$ cat src/rtl/painel_display_pkg.sv
// Shared constants for the debug 7-segment display: hex glyphs, blank codes, page codes.
package painel_display_pkg;

    localparam logic [7:0] ANODO_OFF = 8'hFF;
    localparam logic [6:0] SEG_OFF   = 7'h7F;

    typedef enum logic [1:0] {
        PG_PC  = 2'd0,
        PG_PC4 = 2'd1,
        PG_RS  = 2'd2,
        PG_RT  = 2'd3
    } pagina_t;

    // Active-low gfedcba glyphs, entry 15 first so HEX_7SEG[n] selects digit n.
    localparam logic [15:0][6:0] HEX_7SEG = {
        7'h0E, 7'h06, 7'h21, 7'h46, 7'h03, 7'h08, 7'h10, 7'h00,
        7'h78, 7'h02, 7'h12, 7'h19, 7'h30, 7'h24, 7'h79, 7'h40
    };

endpackage

$ cat src/rtl/painel_display_decodificador_7seg.sv
// Combinational nibble-to-segments decoder with a blank override.
module decodificador_7seg
    import painel_display_pkg::*;
(
    input  logic [3:0] nibble,
    input  logic       blank,
    output logic [6:0] segmentos
);

    assign segmentos = blank ? SEG_OFF : HEX_7SEG[nibble];

endmodule

$ cat src/rtl/painel_display.sv
// Debug display: snapshots four core words and scans the selected one onto eight 7-segment digits.
module painel_display
    import painel_display_pkg::*;
#(
    parameter int CLK_DIV     = 50000,
    parameter int BLANK_ZEROS = 0
) (
    input  logic        clk,
    input  logic        reset_n,
    input  logic        captura,
    input  logic [31:0] fonte0,
    input  logic [31:0] fonte1,
    input  logic [31:0] fonte2,
    input  logic [31:0] fonte3,
    input  logic        troca_pagina,
    output logic [7:0]  anodo,
    output logic [6:0]  segmentos,
    output logic [1:0]  pagina
);

    localparam int DIV_W = $clog2(CLK_DIV);
    localparam logic [DIV_W-1:0] DIV_LAST = DIV_W'(CLK_DIV - 1);

    logic [31:0]      fonte_w [4];
    logic [31:0]      snap_reg [4];
    logic [DIV_W-1:0] div_reg;
    logic [2:0]       idx_reg;
    logic             troca_prev_reg;
    pagina_t          pagina_reg;
    logic [7:0]       anodo_reg;
    logic [6:0]       segmentos_reg;

    logic [31:0] sel_word;
    logic [3:0]  nib [8];
    logic [7:0]  hi_zero;
    logic        blank;
    logic        div_terminal;
    logic        troca_edge;
    logic [6:0]  seg_dec;

    assign fonte_w = '{fonte0, fonte1, fonte2, fonte3};
    assign sel_word = snap_reg[pagina_reg];

    // hi_zero[i]: nibble i and every nibble above it are zero.
    for (genvar gi = 0; gi < 8; gi++) begin : g_digit
        assign nib[gi]     = sel_word[4*gi +: 4];
        assign hi_zero[gi] = ~|sel_word[31:4*gi];
    end

    assign blank        = (BLANK_ZEROS != 0) && (idx_reg != 3'd0) && hi_zero[idx_reg];
    assign div_terminal = (div_reg == DIV_LAST);
    assign troca_edge   = troca_pagina && !troca_prev_reg;

    decodificador_7seg u_dec (
        .nibble    (nib[idx_reg]),
        .blank     (blank),
        .segmentos (seg_dec)
    );

    always_ff @(posedge clk) begin
        if (!reset_n) begin
            for (int i = 0; i < 4; i++) snap_reg[i] <= '0;
            div_reg        <= '0;
            idx_reg        <= '0;
            troca_prev_reg <= 1'b0;
            pagina_reg     <= PG_PC;
            anodo_reg      <= ANODO_OFF;
            segmentos_reg  <= SEG_OFF;
        end else begin
            if (captura) begin
                for (int i = 0; i < 4; i++) snap_reg[i] <= fonte_w[i];
            end

            troca_prev_reg <= troca_pagina;
            if (troca_edge) pagina_reg <= pagina_t'(pagina_reg + 2'd1);

            if (div_terminal) begin
                div_reg <= '0;
                idx_reg <= idx_reg + 3'd1;
            end else begin
                div_reg <= div_reg + DIV_W'(1);
            end

            // The cycle the digit index moves, all anodes go dark so the old
            // glyph never flashes on the new digit.
            anodo_reg     <= div_terminal ? ANODO_OFF : ~(8'b1 << idx_reg);
            segmentos_reg <= seg_dec;
        end
    end

    assign anodo     = anodo_reg;
    assign segmentos = segmentos_reg;
    assign pagina    = pagina_reg;

endmodule

$ cat config.mk
export PLATFORM = sky130hd
export DESIGN_NAME = painel_display
export DESIGN_NICKNAME = d
export VERILOG_FILES = /design/src/rtl/painel_display_pkg.sv /design/src/rtl/painel_display_decodificador_7seg.sv /design/src/rtl/painel_display.sv
export SDC_FILE = /design/constraint.sdc
export NUM_CORES = 1
export LEC_CHECK = 0
export BUFFER_PORTS_ARGS = -buffer_cell sky130_fd_sc_hd__buf_2
export CAP_MARGIN = 25
export CORE_MARGIN = 10
export CORE_UTILIZATION = 59
export DETAILED_ROUTE_END_ITERATION = 8
export PLACE_DENSITY = 0.89
export SYNTH_ARGS = -nofsm -noshare
export SYNTH_HDL_FRONTEND = slang
export SYNTH_SLANG_ARGS = --single-unit
$ cat constraint.sdc
create_clock -name clk -period 9.2 [get_ports clk]
set_clock_uncertainty 0.2 [all_clocks]
set_input_delay 0.46 -clock clk [delete_from_list [all_inputs] [get_ports clk]]
set_output_delay 0.46 -clock clk [all_outputs]
set_load 0.05 [all_outputs]
Word level (Yosys, flattened, before mapping) --
Memory sizes are Yosys's and may differ from the RTL's. A register that Yosys moved wholly into a read port is not among the register bits. Cells that the tools add are included.
Storage, ports and cells: flip-flop bits (word level) 30, RAM bits 128, ROM bits 112, input port bits 132, output and inout port bits 17, logic and storage cells 37, memories kept 2
Memory list:
- snap_reg | words 4, width 32, read ports 1, clocked after Yosys merged registers in 1, write ports 4, RTL line painel_display.sv:25 | logic [31:0] snap_reg [4];
- (no name shown) | words 16, width 7, read ports 1, clocked after Yosys merged registers in 1, write ports 0, RTL line painel_display_decodificador_7seg.sv:10 | assign segmentos = blank ? SEG_OFF : HEX_7SEG[nibble];
Cells by class: $add $sub $neg 3, magnitude comparators 1, eq/ne operators 1, shift-type cells 1, multiplexer cells 13, bitwise logic cells 7, reduce and logical (&&, ||, !) cells 4
Operators by type and width (count):
- two-way mux 32 bit | 4
- adder 16 x 1 -> 16 bit (second input constant) | 1
- == test 16 bit (second input constant) | 1
- binary-select mux 4 bit (select 3 bit) | 1
- two-way mux 4 bit | 2
- NOT 8 bit | 1
- left shift 1 x 3 -> 8 bit (first input constant) | 1
- greater-or-equal comparator 4 bit (second input constant) | 1
- two-way mux 1 bit | 4
- two-way mux 2 bit | 2
- NOT 3 -> 4 bit | 1
- bitwise OR 1 bit | 4
- adder 3 x 1 -> 3 bit (second input constant) | 1
- adder 2 x 1 -> 2 bit (second input constant) | 1
- zero test 1 bit | 2
- OR reduction 2 bit | 1
- logical AND 1 bit | 1
- NOT 1 bit | 1

Logic depth before layout (Yosys ltp) --
depth after elaboration 4, mapped depth 12, depth with buffers taken out 10

Hierarchy --
From an unflattened synthesis, not the netlist that was laid out.
Unflattened totals: cell total of the unflattened synthesis 527, area total of the unflattened synthesis 7453.4 µm²
Modules (own cells, without submodules):
- painel_display | instances 1, cells an instance 488, area each 7179.4 µm²
- decodificador_7seg | instances 1, cells an instance 39, area each 274.0 µm²

Worst setup path before layout --
No wires, ideal clock.
path type in2reg, from input captura, to memory snap_reg[0][0] (enable), library setup time 510 ps, arrival 3795 ps, required time 8490 ps, slack 4695 ps, cell stages on the path 2, path through clkbuf_1 -> nand2b_1
RTL lines:
- start, declared | RTL line painel_display.sv:10 | input logic captura,
- end, declared | RTL line painel_display.sv:25

==> impl_metrics.py <==
metrics = {
    "status": {
        "outcome": "finished clean",
    },
    "worst_setup_path": {
        "start_kind": "flip-flop",
        "cp_cell_sequence": "mux4_2 > o22ai_1 > nor4_2 > inv_1 > ha_1 > nor2_1 > o221ai_1 > o41ai_1 > nor3_1",
        "required_ps": 9300,
        "worst_path_max_delay_cell": "dfxtp_2",
        "cp-end-kind": "flip-flop",
        "crit_family": "flip-flops",
        "cp_max_fo": 40,
        "crit_path_max_incr_delay_ps": 1020,
        "path_class": "reg2reg",
        "worst_ep_arrival_time_ps": 3730,
        "crit_buf_inv": 1,
    },
    "final_layout": {
        "diodes": 0,
        "final_cell_count_no_fill": 873,
        "final_core_util_pct": 70.6,
        "synthToLayoutAreaGrowth_pct": 17.9,
        "layout.nets": 833,
        "largest_reg_flops": 128,
        "layout-drive-gt1-share_pct": 30.0,
    },
    "routing": {
        "route.detailed.drc": 0,
        "drtIter0Drc": 425,
        "vias_per_cell": 5.90,
        "wl_per_cell_um": 20.3,
        "first_pass_iters": 6,
        "wl_um": 17700,
        "antenna_left": 0,
        "vias": 5151,
    },
    "cts": {
        "clock_latency_ps": 430,
        "postCtsHoldBufs": 0,
        "cts_tree": "built",
        "ctsHtreeMaxLevel": 4,
        "cts_buffers": 17,
        "clk_pin_slew_worst_paths_ps": 60,
        "cts-root-buf": "clkbuf_16",
        "clock_sinks": 167,
        "cts_setup_buffers": 0,
        "post_cts_resize_count": 0,
        "clockBufferDepth": 2,
    },
    "synthesis": {
        "async_flop_share_pct": 0,
        "synth_area_leaders": "edfxtp_1 (51%), and3_1 (11%), dfxtp_1 (10%)",
        "synth_ff_type": "edfxtp_1",
        "synth_top_cell_area_share_pct": 51.1,
        "syn_inst": 561,
        "synth_area_sq_um": 7520,
        "yosysUniqueCellTypes": 48,
        "synth-seq-cells": 167,
        "yosysTopAreaCell": "edfxtp_1",
        "synth_nets": 706,
        "seq_area_frac_synth_pct": 61.5,
        "yosys_warnings": 0,
        "avgSynthCellArea_sq_um": 13.4,
        "synth_edf_count": 128,
    },
    "grt": {
        "antenna_found_initial": 0,
        "grt_max_degree": 138,
        "grtUsageTotal_pct": 20.1,
        "overflow": 0,
        "grt_pass1_vias": 5239,
        "grt_pass1_wl_um": 27600,
    },
    "placed_design": {
        "dp.cells": 840,
        "io_buffers": 148,
        "dp_hpwl_um": 12400,
        "gp_congestion": 0.804,
        "pre_cts_ws_ps": 5640,
    },
    "floorplanning": {
        "rows": 41,
        "die_width_um": 133,
        "io_pins": 149,
        "start_util_pct": 59.9,
        "dieArea_sq_um": 17700,
        "die_h_um": 133,
        "core_area_sq_um": 12600,
    },
    "hold_path": {
        "min_path_type": "in2reg",
    },
    "timing": {
        "rsz0062_at_grt": "no",
        "period_share_pct": 39.4,
        "worst_slack_ps": 5570,
        "fmax_mhz": 276,
        "setup_viol": 0,
        "final_max_slew_viol_count": 0,
        "relSlewSlack_pct": 29.7,
        "fin_crit_ps": 3630,
        "finalSetupTns_ps": 0,
        "finalHoldViolCount": 0,
        "tightest_slew_ps": 1060,
    },
    "power": {
        "power_density_nw_per_um2": 199,
        "peakVddDrop_mv": 0.182,
        "power_leakage_nw": 3.91,
    },
    "run": {
        "maxCapViolCount": 0,
    },
}
==> final timing paths <==
| path | start | to | slack [ps] | cells past startpoint |
|---|---|---|---|---|
| max | flip-flop | segmentos[0] | 5570 | 9 |
| min | troca_pagina | troca_prev_reg | 60 | 2 |
| max reg2reg | flip-flop | segmentos[0] | 5570 | 9 |
| min reg2reg | div_reg[0] | div_reg[0] | 280 | 1 |
==> cells in the mapped netlist, drive strengths merged (11+ instances only) <==
| cell type | number |
|---|---|
| nand2 | 30 |
| mux4 | 24 |
| edfxtp | 128 |
| mux2i | 19 |
| dfxtp | 39 |
| buf | 11 |
| clkbuf | 32 |
| and3 | 133 |
| ha | 13 |
| nand3 | 14 |
| nor2 | 29 |
==> cells in the final DEF (no fill, tap or decap), types with 4 or more instances in the layout <==
cell / synthesis / routed
dfxtp_1: 39 / 37
clkinv_2: 0 / 5
mux2i_1: 19 / 19
xor2_1: 9 / 9
nor2_1: 28 / 28
mux4_2: 21 / 21
xnor2_1: 7 / 7
buf_2: 3 / 147
nor2b_1: 5 / 5
a22oi_1: 8 / 8
ha_1: 13 / 13
nand4_1: 4 / 4
nand2_1: 30 / 30
and3_1: 132 / 132
clkbuf_1: 32 / 4
o22ai_1: 8 / 8
edfxtp_1: 128 / 128
clkbuf_16: 0 / 17
o21ai_0: 4 / 4
nand3_1: 14 / 14
inv_1: 7 / 7
==> through the flow <==
stage               cell area (sq um)  hold WS [ps]  total power [mW]
global route                     8870          64.1              1.83
CTS                              8850          44.8              1.77
floorplan                        7520           230              1.05
detailed placement               8300           267              1.11
finish                           8870          58.8              1.77
global placement                 8300           238              1.10
==> cell type report <==
type                    instances  area, sq um
clock buffers                  21          440
clock inverters                11          106
fillers                       818         3700
inverters                       9         33.8
multi-input cells             342         2670
flip-flops and latches        167         4630
well taps                     172          215
repair buffers                151          778
==> logic make-up after synthesis <==
group / Yosys count / share of synthesized area (%)
AOI/OAI and AO/OA: 35 / 3.64
xor gates and xnor gates: 16 / 1.86
adders and majority gates: 13 / 2.16
buffers and inverters: 52 / 3.14
DFF: 167 / 61.5
muxes: 45 / 10.2
and+or+nand+nor: 233 / 17.6
==> power breakdown <==
group	leakage, nW	switching, mW	total [mW]	internal [mW]
Combinational	1.94	0.110	0.197	0.0871
Sequential	1.70	0.0299	0.902	0.872
Clock	0.270	0.273	0.667	0.394
Total	3.91	0.412	1.77	1.35
==> metal layers <==
metal / share of wire [%] / GRT usage [%]
met1: 37 / 22.3
met3: 9.3 / 8.82
met4: 3.1 / 8.25
met5: 0 / 0
met2: 50 / 33.2
Note: power is estimated with default switching activity, not from simulation.
